`src/rtl/calyx_mem_pkg.sv`:
```
// Shared definitions for the Calyx 1-D memory responder.
//   mem_resp_state_e : responder FSM states (IDLE, BUSY)
//   MAX_LATENCY      : largest supported write latency
//   CTR_W            : width of the latency counter, wide enough for 0..MAX_LATENCY
package calyx_mem_pkg;

   typedef enum logic {
      IDLE = 1'b0,
      BUSY = 1'b1
   } mem_resp_state_e;

   localparam int MAX_LATENCY = 15;

   function automatic int ctr_width(input int max_lat);
      return $clog2(max_lat + 1);
   endfunction

   localparam int CTR_W = ctr_width(MAX_LATENCY);

endpackage

```
`src/rtl/calyx_mem_latency_ctr.sv`:
```
// Write-latency counter for the Calyx 1-D memory responder.
// Ports:
//   clk, reset : clock and synchronous active-high reset
//   clear      : force the count back to 0
//   start      : load 1 (the first BUSY cycle is already one cycle in)
//   enable     : increment the count
//   expire     : high while enabled and the count has reached LATENCY-1
module calyx_mem_latency_ctr
   import calyx_mem_pkg::*;
#(
   parameter int LATENCY = 2
) (
   input  logic clk,
   input  logic reset,
   input  logic clear,
   input  logic start,
   input  logic enable,
   output logic expire
);

   localparam logic [CTR_W-1:0] EXPIRE_AT = CTR_W'(LATENCY - 1);

   logic [CTR_W-1:0] count;

   always_ff @(posedge clk) begin
      if (reset || clear)
         count <= '0;
      else if (start)
         count <= CTR_W'(1);
      else if (enable)
         count <= count + 1'b1;
   end

   assign expire = enable && (count == EXPIRE_AT);

endmodule

```
`src/rtl/calyx_mem_d1_responder.sv`:
```
// Memory-side responder of the Calyx one-dimensional memory interface with a
// configurable write latency. Reads are combinational; writes commit LATENCY
// cycles after write_en is sampled, signalled by a one-cycle done pulse.
// Ports:
//   clk, reset  : clock and synchronous active-high reset
//   addr0       : word address for both read and write
//   write_data  : data to store
//   write_en    : write request, only sampled while idle
//   read_data   : mem[addr0], or 0 when addr0 is out of range
//   done        : one-cycle pulse when a write commits
//   busy        : high while a write is pending
//   err         : sticky error flag (only when CALYX_MEM_RESP_ERR_EN is defined)
// Optional feature macro: CALYX_MEM_RESP_ERR_EN adds the err port and its logic.
// LATENCY must lie in 1..MAX_LATENCY; SIZE must not exceed 2**IDX_SIZE.
module calyx_mem_d1_responder
   import calyx_mem_pkg::*;
#(
   parameter int WIDTH    = 32,
   parameter int SIZE     = 16,
   parameter int IDX_SIZE = 4,
   parameter int LATENCY  = 1
) (
   input  logic                clk,
   input  logic                reset,
   input  logic [IDX_SIZE-1:0] addr0,
   input  logic [WIDTH-1:0]    write_data,
   input  logic                write_en,
   output logic [WIDTH-1:0]    read_data,
   output logic                done,
   output logic                busy
`ifdef CALYX_MEM_RESP_ERR_EN
   ,
   output logic                err
`endif
);

   // One extra bit so SIZE == 2**IDX_SIZE is representable.
   localparam logic [IDX_SIZE:0] SIZE_L = (IDX_SIZE + 1)'(SIZE);
   localparam bit MULTI_CYCLE = (LATENCY > 1);

   logic [WIDTH-1:0] mem [SIZE];

   mem_resp_state_e     state;
   logic [IDX_SIZE-1:0] addr_q;
   logic [WIDTH-1:0]    data_q;

   logic addr_oob;
   logic accept;
   logic expire;
   logic finish;

   logic                mem_we;
   logic [IDX_SIZE-1:0] mem_waddr;
   logic [WIDTH-1:0]    mem_wdata;

   assign addr_oob = ({1'b0, addr0} >= SIZE_L);
   assign accept   = (state == IDLE) && write_en;
   assign finish   = (state == BUSY) && expire;

   calyx_mem_latency_ctr #(
      .LATENCY (LATENCY)
   ) u_lat_ctr (
      .clk    (clk),
      .reset  (reset),
      .clear  (finish),
      .start  (accept && MULTI_CYCLE),
      .enable (state == BUSY),
      .expire (expire)
   );

   // Single-cycle mode writes straight from the ports; otherwise from the
   // captured copy at expiry. Out-of-range addresses never touch the array,
   // and reset on the commit edge discards the pending write.
   always_comb begin
      mem_we    = 1'b0;
      mem_waddr = addr_q;
      mem_wdata = data_q;
      if (!MULTI_CYCLE) begin
         mem_we    = accept && !addr_oob && !reset;
         mem_waddr = addr0;
         mem_wdata = write_data;
      end else begin
         mem_we = finish && ({1'b0, addr_q} < SIZE_L) && !reset;
      end
   end

   // Array contents deliberately survive reset.
   always_ff @(posedge clk) begin
      if (mem_we)
         mem[mem_waddr] <= mem_wdata;
   end

   // No forwarding of data_q: a read while busy sees the old contents.
   assign read_data = addr_oob ? '0 : mem[addr0];

   always_ff @(posedge clk) begin
      if (reset) begin
         state  <= IDLE;
         done   <= 1'b0;
         busy   <= 1'b0;
         addr_q <= '0;
         data_q <= '0;
      end else begin
         done <= 1'b0;
         case (state)
            IDLE: begin
               if (write_en) begin
                  if (!MULTI_CYCLE) begin
                     done <= 1'b1;
                  end else begin
                     addr_q <= addr0;
                     data_q <= write_data;
                     busy   <= 1'b1;
                     state  <= BUSY;
                  end
               end
            end
            BUSY: begin
               // write_en is ignored here; only expiry leaves BUSY.
               if (expire) begin
                  done  <= 1'b1;
                  busy  <= 1'b0;
                  state <= IDLE;
               end
            end
            default: state <= IDLE;
         endcase
      end
   end

`ifdef CALYX_MEM_RESP_ERR_EN
   // Offences: write while busy, accepted out-of-range write, out-of-range read.
   logic err_evt;
   assign err_evt = write_en ? ((state == BUSY) || addr_oob) : addr_oob;

   always_ff @(posedge clk) begin
      if (reset)
         err <= 1'b0;
      else if (err_evt)
         err <= 1'b1;
   end
`endif

endmodule

```
`config.mk`:
```
export PLATFORM = sky130hd
export DESIGN_NAME = calyx_mem_d1_responder
export DESIGN_NICKNAME = d
export VERILOG_FILES = /design/src/rtl/calyx_mem_pkg.sv /design/src/rtl/calyx_mem_latency_ctr.sv /design/src/rtl/calyx_mem_d1_responder.sv
export SDC_FILE = /design/constraint.sdc
export NUM_CORES = 1
export LEC_CHECK = 0
export CORE_ASPECT_RATIO = 0.75
export CORE_MARGIN = 5
export CORE_UTILIZATION = 60
export DETAILED_ROUTE_END_ITERATION = 10
export GPL_TIMING_DRIVEN = 0
export PLACE_DENSITY = 0.84
export SYNTH_ARGS = -nofsm -noshare
export SYNTH_HDL_FRONTEND = slang
export SYNTH_SLANG_ARGS = --single-unit
```
`constraint.sdc`:
```
create_clock -name clk -period 5.4 [get_ports clk]
set_input_delay 1.08 -clock clk [delete_from_list [all_inputs] [get_ports clk]]
set_output_delay 1.08 -clock clk [all_outputs]
set_load 0.01 [all_outputs]
```
-- Word level (Yosys, flattened, before mapping)
Memories as Yosys holds them, arrays and structs flattened.
Index checks and enable logic that the tools add are counted.
W data, S select, Z words.
- register bits after elaboration: 7
- memory bits (writable): 512
- bits of input ports: 39
- word-level logic and storage cells: 25
- memories kept: 1
- memories (name ; words ; width ; rd ports ; clocked after memory_dff ; write ports ; line ; text):
    mem ; 16 ; 32 ; 1 ; 0 ; 1 ; calyx_mem_d1_responder.sv:41 ; logic [WIDTH-1:0] mem [SIZE];
- $add $sub $neg: 1
- equality and inequality tests: 1
- mux-type cells: 9
- bitwise operators: 1
- reductions and logical operators: 8
- operators with widths (kind ; count):
    $mux W1 ; 7
    $add A4 B1 Y4 const B ; 1
    $logic_and A1 B1 Y1 ; 4
    $logic_not A4 Y1 ; 1
    $pmux W1 S2 ; 2
    $ne A2 B1 Y1 const B ; 1
    $reduce_and A2 Y1 ; 1
    $logic_not A1 Y1 ; 1
    $logic_or A1 B1 Y1 ; 1
    $not A1 Y1 ; 1

-- Depth between registers and ports, before layout
- depth after elaboration: 5
- gate-level depth with buffers: 6
- mapped depth without buffers: 5

-- Hierarchy
From an unflattened synthesis, not the netlist that was laid out.
- cells, all modules: 841
- area total of the unflattened synthesis: 19548.7 um^2
- modules (own cells, without submodules) (module ; times used ; cells an instance ; area an instance (um^2) ; sequential area each (um^2)):
    calyx_mem_d1_responder ; 1 ; 820 ; 19324.8 ; 15414.8
    calyx_mem_latency_ctr ; 1 ; 21 ; 224.0 ; 80.1

-- Least setup slack after synthesis
OpenSTA, ideal clock, no wires.
- kind: input to register
- start point: input port addr0[0]
- end point: memory mem[1][0] (enable)
- arrival: 4071 ps
- required time: 4939 ps
- path slack: 868 ps
- stages: 6
- path buffers: 3
- path through: clkbuf_1 > buf_6 > buf_4 > nor2b_1 > nand2_1 > nor3_1
- RTL lines (what ; line ; text):
    start, declared ; calyx_mem_d1_responder.sv:25 ; input logic [IDX_SIZE-1:0] addr0,
    end, declared ; calyx_mem_d1_responder.sv:41 ;
No word-level cell before the write port.

-- Worst setup path in the final report
- start point: input port addr0[3]
- end point: output port read_data[12]
- word-level cells in the longest chain between the ends: 1
- ends and longest elaborated chain (what ; line ; text):
    $mem_v2 Z16 W32 ; -- ;
    end, declared ; calyx_mem_d1_responder.sv:28 ; output logic [WIDTH-1:0] read_data,
No other way between the ends.

==> results.sh <==
export IMPL_cts_hold_fix_buffers=0
export IMPL_fin_crit_sh_pct=94.95
export IMPL_postLayoutCoreUtil_pct=70.70
export IMPL_power_w=0.008194
export IMPL_cp_max_fo=10
export IMPL_worstReg2RegEnd="mem[1][11]"
export IMPL_cpPeakStageDelay_ps=710
export IMPL_rrSetupSlack_ps=2940
export IMPL_ys_ff_latch=518
export IMPL_clkSinkCount=518
export IMPL_grt_usage_pct=24.81
export IMPL_vias=9550
export IMPL_hold_path_class="register to register"
export IMPL_design_core_area_um2=32240
export IMPL_finalSetupViolations=0
export IMPL_place_ws_ps=383.7
export IMPL_stdcell_area_um2=22790
export IMPL_insertion_delay_ps=570
export IMPL_die_h_um=166.2
export IMPL_htreeDepth=2
export IMPL_status="completed"
export IMPL_cp_required_ps=4320
export IMPL_grt_overflow_total=0
export IMPL_cts_setup_buffers=0
export IMPL_slowest_stage="clkbuf_1"
export IMPL_post_drt_via_cell_ratio=6.514
export IMPL_initial_utilization_pct=60.52
export IMPL_fin_skew_ps=14.58
export IMPL_r2r_start="state"
export IMPL_leakagePower_nw=7.160
export IMPL_min_to="u_lat_ctr.count[3]"
export IMPL_drive_gt1_share_pct=24.76
export IMPL_fp_dieW_um=218.2
export IMPL_numCtsBuffers=46
export IMPL_yosysUniqueCellTypes=25
export IMPL_numPortBuffers=69
export IMPL_peakVddDrop_v=0.0004655
export IMPL_grt_pass1_wl_um=65510
export IMPL_yosysWarnings=0
export IMPL_io_pins=73
export IMPL_synthesis_nets=882
export IMPL_grt_max_degree=24
export IMPL_hold_violations=0
export IMPL_synthesis_area_um2=19510
export IMPL_totalWireLength_um=44320
export IMPL_gp_congestion=0.7337
export IMPL_maxCapViolCount=0
export IMPL_dieArea_um2=36260
export IMPL_worstSetupPathType="input port to output pin"
export IMPL_post_drt_wl_per_cell_um=30.23
export IMPL_grt_pass1_vias=10030
export IMPL_finalCriticalPeriod_ps=5127
export IMPL_drt_iter0_markers=1339
export IMPL_syn2layout_area_growth_pct=16.81
export IMPL_path_cells="clkdlybuf4s50_1, buf_2, nor2b_1, clkbuf_1, clkbuf_1, a22oi_1, nand2_1, clkdlybuf4s50_1"
export IMPL_place_area_um2=21300
export IMPL_holdPathStages=2
export IMPL_rsz0062_at_grt="no"
export IMPL_antenna_found_initial=0
export IMPL_first_pass_iters=5
export IMPL_nNetsFinal=1025
export IMPL_cts_tree="done"
export IMPL_slew_violations=0
export IMPL_multi_input_area_um2=3865
export IMPL_arrival_ps=4050
export IMPL_cts_buffer_depth=3
export IMPL_worstHoldStart="u_lat_ctr.count[3]"
export IMPL_clk_pin_slew_ps=60
export IMPL_avgSynthCellArea_um2=23.20
export IMPL_worstMarginPinSlew_ps=958.6
export IMPL_worstSetupEndpointType="output pin"
export IMPL_fillers=1840
export IMPL_fmax_mhz=195.0
export IMPL_yosysSeqAreaShare_pct=79.42
export IMPL_synthCells=841
export IMPL_postRouteAntennaNets=0
export IMPL_worst_slack_ps=272.7
export IMPL_regArea_um2=15490
export IMPL_rows=57
export IMPL_power_density_nw_per_um2=359.6
export IMPL_clockRootBuffer="clkbuf_16"
export IMPL_slew_headroom_pct=36.09
export IMPL_place_hpwl_um=26250
export IMPL_start_kind="input port"
export IMPL_r2r_cells=6
export IMPL_drc=0
export IMPL_post_cts_resized=0
==> power breakdown <==
part           switching (W)  internal (W)  total [W]
combinational       0.000256      0.000204   0.000459
sequential         0.0000126       0.00446    0.00448
clock                0.00141       0.00185    0.00326
total                0.00168       0.00651    0.00819
==> how the worst max path moves through the flow <==
stage | startpoint | to | slack [ps]
6_report | addr0[3] | read_data[12] | 270
5_1_grt | addr0[3] | read_data[12] | 160
4_1_cts | addr0[3] | read_data[12] | 370
3_5_place_dp | addr0[3] | read_data[12] | 380
3_3_place_gp | addr0[1] | mem[0][17] | -1650
2_1_floorplan | addr0[0] | mem[1][0] | 870
==> worst max-delay path: cells and delay by family <==
kind,cells,cell delay [ps]
compound gates,1,220
buf+inv,5,2390
simple gates,2,370
==> state kept, by name, indices dropped and copies added, names as in the netlist <==
register         count
u_lat_ctr.count      4
done                 1
state                1
mem                512
==> cell type report <==
type / count / area share, %
well taps: 442 / 2.427
multi-input cells: 273 / 16.96
plain buffers: 48 / 1.109
repair buffers: 95 / 4.925
flip-flops and latches: 518 / 67.99
diodes: 2 / 0.02196
clock buffers: 59 / 5.545
inverters: 2 / 0.03294
clock inverters: 27 / 0.9882
==> metal layers <==
metal | share of wire, % | GRT usage, % | vias to the layer above
met4 | 2.4 | 7.178 | 0
met2 | 50 | 39.92 | 595
met5 | 0 | 0.4000 | -
met1 | 37 | 35.17 | 5004
li1 | - | - | 3866
met3 | 10 | 5.449 | 85
==> logic make-up after synthesis <==
| logic type | after synthesis | synth area share (%) |
|---|---|---|
| adder cells (fa/ha/maj) | 2 | 0.1282 |
| AND/OR/NAND/NOR | 72 | 1.584 |
| flip-flops | 518 | 79.42 |
| XOR/XNOR | 3 | 0.1347 |
| buffers and inverters | 50 | 1.334 |
| other | 1 | 0.01922 |
| AO/OA/AOI/OAI | 65 | 2.501 |
| multiplexers | 130 | 14.88 |
==> through the flow <==
| stage | hold WS, ps | std cells | setup TNS, ps |
|---|---|---|---|
| 2_1_floorplan | 480.0 | 841 | 0 |
| 3_3_place_gp | 497.6 | 1352 | -198140 |
| 3_5_place_dp | 519.7 | 1378 | 0 |
| 4_1_cts | 532.9 | 1464 | 0 |
| 5_1_grt | 564.5 | 1464 | 0 |
| 6_report | 534.5 | 1466 | 0 |
==> placed cells by master (no fill, tap or decap), types with 2 or more instances in the layout <==
master / netlist / final
nand2_1: 38 / 38
mux4_2: 128 / 128
clkbuf_16: 0 / 49
buf_6: 5 / 18
buf_4: 7 / 8
clkinv_1: 0 / 12
inv_1: 2 / 2
buf_16: 0 / 5
nor2b_1: 3 / 3
clkbuf_1: 28 / 38
nor2_1: 19 / 7
dfxtp_1: 6 / 6
nor3_2: 0 / 4
nor2_4: 0 / 12
buf_2: 7 / 7
clkinvlp_4: 0 / 2
clkdlybuf4s50_1: 0 / 69
bufinv_16: 0 / 4
mux2i_1: 2 / 2
edfxtp_1: 512 / 512
nor3b_1: 3 / 3
a22oi_1: 64 / 64
xor2_1: 2 / 2
buf_12: 0 / 7
ha_1: 2 / 2
clkinv_2: 0 / 9
diode_2: 0 / 2
nand2b_1: 2 / 2
==> synth_stat cells (all sizes together) <==
master  number  area (um2)
ha           2       25.02
mux2i        2       20.02
mux4       128        2883
nand4        1       6.260
nor2b        3       18.77
nor3b        3       22.52
a21o         1       7.510
and2         1       6.260
nor3         4       20.02
and3b        1       8.760
buf         20       147.6
edfxtp     512       15370
nand2b       2       12.51
xnor2        1       8.760
nor2        19       71.32
nand2       38       142.6
clkbuf      28       105.1
dfxtp        6       120.1
conb         1       3.750
xor2         2       17.52
a22oi       64       480.5
inv          2       7.510
Note: power is estimated with default switching activity, not from simulation.
